File: config.mk
export PLATFORM = sky130hd
export DESIGN_NAME = axis_blender_ml
export DESIGN_NICKNAME = d
export VERILOG_FILES = /design/src/rtl/axis_blender_ml.sv
export SDC_FILE = /design/constraint.sdc
export NUM_CORES = 2
export LEC_CHECK = 0
export CORE_UTILIZATION = 55
export CTS_CLUSTER_DIAMETER = 200
export DETAILED_ROUTE_END_ITERATION = 6
export PLACE_DENSITY = 0.74
export SYNTH_ARGS = -nofsm -noshare
export SYNTH_HDL_FRONTEND = slang
export SYNTH_SLANG_ARGS = --single-unit
File: constraint.sdc
create_clock -name clk -period 10.35 [get_ports clk]
set_input_delay 2.07 -clock clk [delete_from_list [all_inputs] [get_ports clk]]
set_output_delay 2.07 -clock clk [all_outputs]
set_load 0.03 [all_outputs]
File: src/rtl/axis_blender_ml.sv
// Multi-layer AXI-stream overlay compositor: blends up to C_LAYER_NUM alpha layers onto a base
// video stream through a fixed-latency pipeline with frame-latched enables and layer SOF resync.
module axis_blender_ml #(
    parameter int C_CHN_WIDTH      = 8,
    parameter int C_S0_CHN_NUM     = 3,
    parameter int C_S1_CHN_NUM     = 3,
    parameter int C_ALPHA_WIDTH    = 8,
    parameter int C_LAYER_NUM      = 2,
    parameter int C_IN_NEED_WIDTH  = 3,
    parameter int C_OUT_NEED_WIDTH = 1
) (
    input  logic                                       clk,
    input  logic                                       reset,
    input  logic                                       s0_axis_tvalid,
    output logic                                       s0_axis_tready,
    input  logic [C_S0_CHN_NUM*C_CHN_WIDTH-1:0]        s0_axis_tdata,
    input  logic [C_IN_NEED_WIDTH:0]                   s0_axis_tuser,
    input  logic                                       s0_axis_tlast,
    input  logic [C_LAYER_NUM-1:0]                     sl_axis_tvalid,
    output logic [C_LAYER_NUM-1:0]                     sl_axis_tready,
    input  logic [C_LAYER_NUM*(C_S1_CHN_NUM*C_CHN_WIDTH+C_ALPHA_WIDTH)-1:0] sl_axis_tdata,
    input  logic [C_LAYER_NUM-1:0]                     sl_axis_tuser,
    input  logic [C_LAYER_NUM-1:0]                     layer_enable,
    output logic [C_LAYER_NUM-1:0]                     sync_err,
    output logic                                       m_axis_tvalid,
    input  logic                                       m_axis_tready,
    output logic [C_S0_CHN_NUM*C_CHN_WIDTH-1:0]        m_axis_tdata,
    output logic [C_OUT_NEED_WIDTH:0]                  m_axis_tuser,
    output logic                                       m_axis_tlast
);

    localparam int L   = C_LAYER_NUM;
    localparam int CW  = C_CHN_WIDTH;
    localparam int MW  = C_S0_CHN_NUM * C_CHN_WIDTH;
    localparam int LW  = C_S1_CHN_NUM * C_CHN_WIDTH + C_ALPHA_WIDTH;
    localparam int AWI = (C_ALPHA_WIDTH > 0) ? C_ALPHA_WIDTH : 1;
    localparam int OU  = C_OUT_NEED_WIDTH + 1;

    // Per-channel (fg*a' + bg*(2^AW - a')) >> AW, where all-ones alpha means fully opaque.
    function automatic logic [MW-1:0] mix_px(input logic [MW-1:0] fg,
                                             input logic [MW-1:0] bg,
                                             input logic [AWI-1:0] alpha);
        logic [AWI:0]      a;
        logic [AWI:0]      ainv;
        logic [CW+AWI:0]   acc;
        logic [MW-1:0]     res;
        a    = (&alpha) ? {1'b1, {AWI{1'b0}}} : {1'b0, alpha};
        ainv = {1'b1, {AWI{1'b0}}} - a;
        res  = '0;
        for (int c = 0; c < C_S0_CHN_NUM; c++) begin
            acc = ({{(AWI+1){1'b0}}, fg[c*CW +: CW]} * {{CW{1'b0}}, a})
                + ({{(AWI+1){1'b0}}, bg[c*CW +: CW]} * {{CW{1'b0}}, ainv});
            res[c*CW +: CW] = acc[AWI +: CW];
        end
        return res;
    endfunction

    // Pipeline state: stage 0 is the join register, stage L drives the master port.
    logic [L:0]     vld_r;
    logic [L:0]     lst_r;
    logic [MW-1:0]  pix_r  [0:L];
    logic [OU-1:0]  usr_r  [0:L];
    logic [L-1:0]   need_r [0:L-1];
    logic [LW-1:0]  ldat_r [0:L-1][0:L-1];
    logic [MW-1:0]  blend_s [0:L-1];

    logic [L-1:0]   en_lat_r;
    logic [L-1:0]   expect_sof_r;
    logic [L-1:0]   sync_err_r;

    logic           adv_s;
    logic           fire_s;
    logic [L-1:0]   en_eff_s;
    logic [L-1:0]   need_s;
    logic [L-1:0]   drop_s;
    logic [L-1:0]   ok_s;
    logic [L-1:0]   expect_nxt_s;
    logic [OU-1:0]  usr_join_s;

    // Join decision: which layers this base pixel needs and whether every needed beat is ready.
    always_comb begin
        adv_s = ~vld_r[L] | m_axis_tready;
        if (s0_axis_tuser[0]) begin
            en_eff_s = layer_enable;
        end else begin
            en_eff_s = en_lat_r;
        end
        need_s = s0_axis_tuser[L:1] & en_eff_s;
        drop_s = expect_sof_r & sl_axis_tvalid & ~sl_axis_tuser;
        ok_s   = ~need_s | (sl_axis_tvalid & ~drop_s);
        fire_s = adv_s & s0_axis_tvalid & (&ok_s) & ~reset;
        // A consumed layer SOF wins over a same-cycle base SOF.
        expect_nxt_s = (expect_sof_r | {L{fire_s & s0_axis_tuser[0]}})
                     & ~(need_s & sl_axis_tuser & {L{fire_s}});
    end

    assign s0_axis_tready = fire_s;
    assign sl_axis_tready = (need_s & {L{fire_s}}) | (drop_s & {L{~reset}});

    generate
        if (C_OUT_NEED_WIDTH > 0) begin : g_usr_pass
            assign usr_join_s = {s0_axis_tuser[C_IN_NEED_WIDTH:L+1], s0_axis_tuser[0]};
        end else begin : g_usr_sof
            assign usr_join_s = s0_axis_tuser[0];
        end
    endgenerate

    generate
        for (genvar k = 0; k < L; k++) begin : g_blend
            logic [MW-1:0] fg_s;
            if (C_S1_CHN_NUM == 1) begin : g_grey
                assign fg_s = {C_S0_CHN_NUM{ldat_r[k][k][CW-1:0]}};
            end else begin : g_colour
                assign fg_s = ldat_r[k][k][MW-1:0];
            end
            if (C_ALPHA_WIDTH == 0) begin : g_opaque
                assign blend_s[k] = need_r[k][k] ? fg_s : pix_r[k];
            end else begin : g_alpha
                assign blend_s[k] = need_r[k][k] ? mix_px(fg_s, pix_r[k], ldat_r[k][k][LW-1 -: AWI])
                                                 : pix_r[k];
            end
        end
    endgenerate

    // Blend pipeline: every stage shifts together whenever the output can advance.
    always_ff @(posedge clk or posedge reset) begin
        if (reset) begin
            vld_r <= '0;
            lst_r <= '0;
            for (int s = 0; s <= L; s++) begin
                pix_r[s] <= '0;
                usr_r[s] <= '0;
            end
            for (int s = 0; s < L; s++) begin
                need_r[s] <= '0;
                for (int k = 0; k < L; k++) begin
                    ldat_r[s][k] <= '0;
                end
            end
        end else if (adv_s) begin
            vld_r     <= {vld_r[L-1:0], fire_s};
            lst_r     <= {lst_r[L-1:0], s0_axis_tlast};
            pix_r[0]  <= s0_axis_tdata;
            usr_r[0]  <= usr_join_s;
            need_r[0] <= need_s;
            for (int k = 0; k < L; k++) begin
                ldat_r[0][k] <= sl_axis_tdata[k*LW +: LW];
            end
            for (int s = 1; s <= L; s++) begin
                pix_r[s] <= blend_s[s-1];
                usr_r[s] <= usr_r[s-1];
            end
            for (int s = 1; s < L; s++) begin
                need_r[s] <= need_r[s-1];
                for (int k = 0; k < L; k++) begin
                    ldat_r[s][k] <= ldat_r[s-1][k];
                end
            end
        end
    end

    // Frame-level control: enable latch, SOF expectation and sticky misalignment flags.
    always_ff @(posedge clk or posedge reset) begin
        if (reset) begin
            en_lat_r     <= '0;
            expect_sof_r <= '1;
            sync_err_r   <= '0;
        end else begin
            if (fire_s && s0_axis_tuser[0]) begin
                en_lat_r <= layer_enable;
            end
            expect_sof_r <= expect_nxt_s;
            sync_err_r   <= sync_err_r | drop_s;
        end
    end

    assign m_axis_tvalid = vld_r[L];
    assign m_axis_tdata  = pix_r[L];
    assign m_axis_tuser  = usr_r[L];
    assign m_axis_tlast  = lst_r[L];
    assign sync_err      = sync_err_r;

endmodule

==> metrics <==
Avg WL per Cell ~19 µm; met2 GRT Util 0.4915; die height between 200 and 300 µm; synthesized instance count ~4000; die area ~65000 µm²; CP max FO 70; CTS Hold Bufs 0; Worst Tran Pin Value slightly below 1 ns; Yosys reg bits 189; min cycle time layout between 8 and 9 ns; CTS Buf Count 17; fin crit share 0.8250; synth top area cells fa_1, dfrtp_1, ha_1; top cells by count, synth inv_1, nand2_1, fa_1, ha_1, and2_1; Rows 92; WL final ~90 mm; IO Port Bufs 135; Synth area leader fa_1; area of the mapped netlist ~35000 µm²; HP Class reg2reg; die width 255.8 µm; I/O pins around 140; Core ar. between 60000 and 70000 µm²; M1 GR Usage 0.3678; WP data required 10.70 ns; vias in the first global route 27740; hpwl dp 70.38 mm; crit path DAT 8.88 ns; Residual DRC 0; Initial DRC Count slightly below 2000; endpoints failing hold 0; gr busiest metal met2; post-cts sizing count 0; Slew headroom 0.3367; pin count of the biggest net entering global routing ~210; Max stage delay cell, worst path dfrtp_1; CTS Sinks ~190; Clock Skews about 0.017 ns; worst-skew pair later-pin latency between 0.5 and 0.6 ns; Post-synth top flop dfrtp_1; Achievable Freq ~0.12 GHz; Global Route Usage Sum 0.2911; met3 Resource Use GR 0.06031; kind of critical path reg2reg; share of the synthesized area in the top cell type 0.3595; asr flop ratio synth 1.000; CTS root buf clkbuf_16; Post CTS Setup Buffer Count 0; Final #Nets 5057; number of synthesized flops with an enable pin 0; DR vias/cell 5.398; unrepaired setup endpoints after global routing no; layout cell share with drive strength beyond 1 0.02663; final setup violating endpoints 0; Largest stage delay, worst path ~0.70 ns; Worst setup SP type flip-flop; Synth Warn # 0; status complete, no violations; average cell area after synthesis about 9 µm²; total negative slack 0 ns; CTS H-tree lvls 4; sequential fraction of the synthesis area 0.1336; max cap viols 0; Layout area overhead 6.157%; grt total ovfl 0; worst hold slack approximately 0.47 ns; global-route wire length before repair around 150 mm; Mapped Nets ~5000; CP dominant cell by count fa_1; CTS tree yes; via count between 20000 and 30000; count leader, synth inv_1; Reg clk slew, reported paths ~0.080 ns; drt pass-1 iters 5; Initial Util 0.5594; Antenna Nets Post-Route 0; gp weighted congestion 0.9375; element type at the critical path end flip-flop; clock buffer depth 2; fin. max-slew vios 0; Distinct cells, synth 65; initial antenna violation count 1
-- logic make-up after synthesis --
| group | synth area share |
|---|---|
| AOI/OAI and AO/OA | 0.03328 |
| xor gates and xnor gates | 0.02420 |
| adders and majority gates | 0.4831 |
| buffers and inverters | 0.1217 |
| DFF | 0.1336 |
| muxes | 0.006323 |
| and+or+nand+nor | 0.1978 |
-- registers in the layout, indices dropped and copies added (netlist names), 3 cells and up --
register	flops
g_blend.fg_s	48
lst_r	3
vld_r	3
pix_r	48
need_r	3
m_axis_tdata	24
ldat_r	48
usr_r	4
-- layout by cell type (no fill, tap or decap), types with 10 or more instances in the layout --
| cell | netlist | routed |
|---|---|---|
| ha_1 | 350 | 350 |
| inv_1 | 819 | 818 |
| xor2_1 | 20 | 20 |
| nand3_1 | 20 | 20 |
| dfrtp_1 | 187 | 187 |
| o21a_1 | 10 | 10 |
| mux2i_1 | 19 | 19 |
| buf_4 | 46 | 41 |
| and3_1 | 178 | 178 |
| clkbuf_16 | 0 | 17 |
| a31oi_1 | 10 | 10 |
| nor3_1 | 14 | 14 |
| a21oi_1 | 56 | 56 |
| and2_1 | 310 | 310 |
| nor2b_1 | 16 | 15 |
| xnor2_1 | 76 | 74 |
| clkdlybuf4s50_1 | 0 | 135 |
| fa_1 | 636 | 636 |
| nor2_1 | 54 | 54 |
| nand2_1 | 817 | 816 |
| o21ai_0 | 60 | 60 |
| a21o_1 | 12 | 12 |
-- path summary, 6_finish.rpt --
kind | from | endpoint | slack, ns | depth (start not counted)
max reg2reg | ldat_r[25] | m_axis_tdata[22] | 1.81 | 28
max | ldat_r[25] | m_axis_tdata[22] | 1.81 | 28
min reg2reg | ldat_r[90] | ldat_r[90] | 0.47 | 2
max in group asynchronous | reset | pix_r[28] | 6.94 | 3
min in group asynchronous | reset | g_blend[1].fg_s[11] | 2.08 | 2
min | ldat_r[90] | ldat_r[90] | 0.47 | 2
-- metrics by stage --
step / setup WS [ns] / instance area (µm²) / util / std cells
floorplan: 0.5853 / 35420 / - / 4043
global placement: 2.073 / 37000 / 0.5844 / 4795
detailed placement: 1.892 / 37000 / 0.5844 / 4795
CTS: 1.880 / 37600 / 0.5939 / 4827
global route: 1.317 / 37600 / 0.5939 / 4827
finish: 1.812 / 37600 / 0.5939 / 4828
-- routing by layer --
layer	routed length [µm]	part of all wire
met2	43720	0.48
met5	0	0
met3	6466	0.072
met1	36400	0.40
met4	3602	0.040
-- critical path: cells and delay by family, from the launching register on --
family | cells | cell delay, ns
buffers and inverters | 5 | 0.67
muxes | 1 | 0.12
AOI/OAI and AO/OA | 6 | 1.44
adders and majority gates | 8 | 3.52
and+or+nand+nor | 7 | 1.78
DFF | 1 | 0.70
xor gates and xnor gates | 1 | 0.14
-- final cells by class --
| class | count | area (µm²) |
|---|---|---|
| multi-input combinational | 2762 | 26430 |
| fill | 5525 | 25710 |
| sequential | 189 | 4732 |
| inverter | 820 | 3085 |
| timing repair buffer | 178 | 1699 |
| tap | 846 | 1059 |
| clock buffer | 17 | 425.4 |
| clock inverter | 15 | 171.4 |
| antenna | 1 | 2.502 |
Power is left out: the tool's default activity adds up to more than one toggle a clock period on the data nets, which glitch-free logic cannot reach.
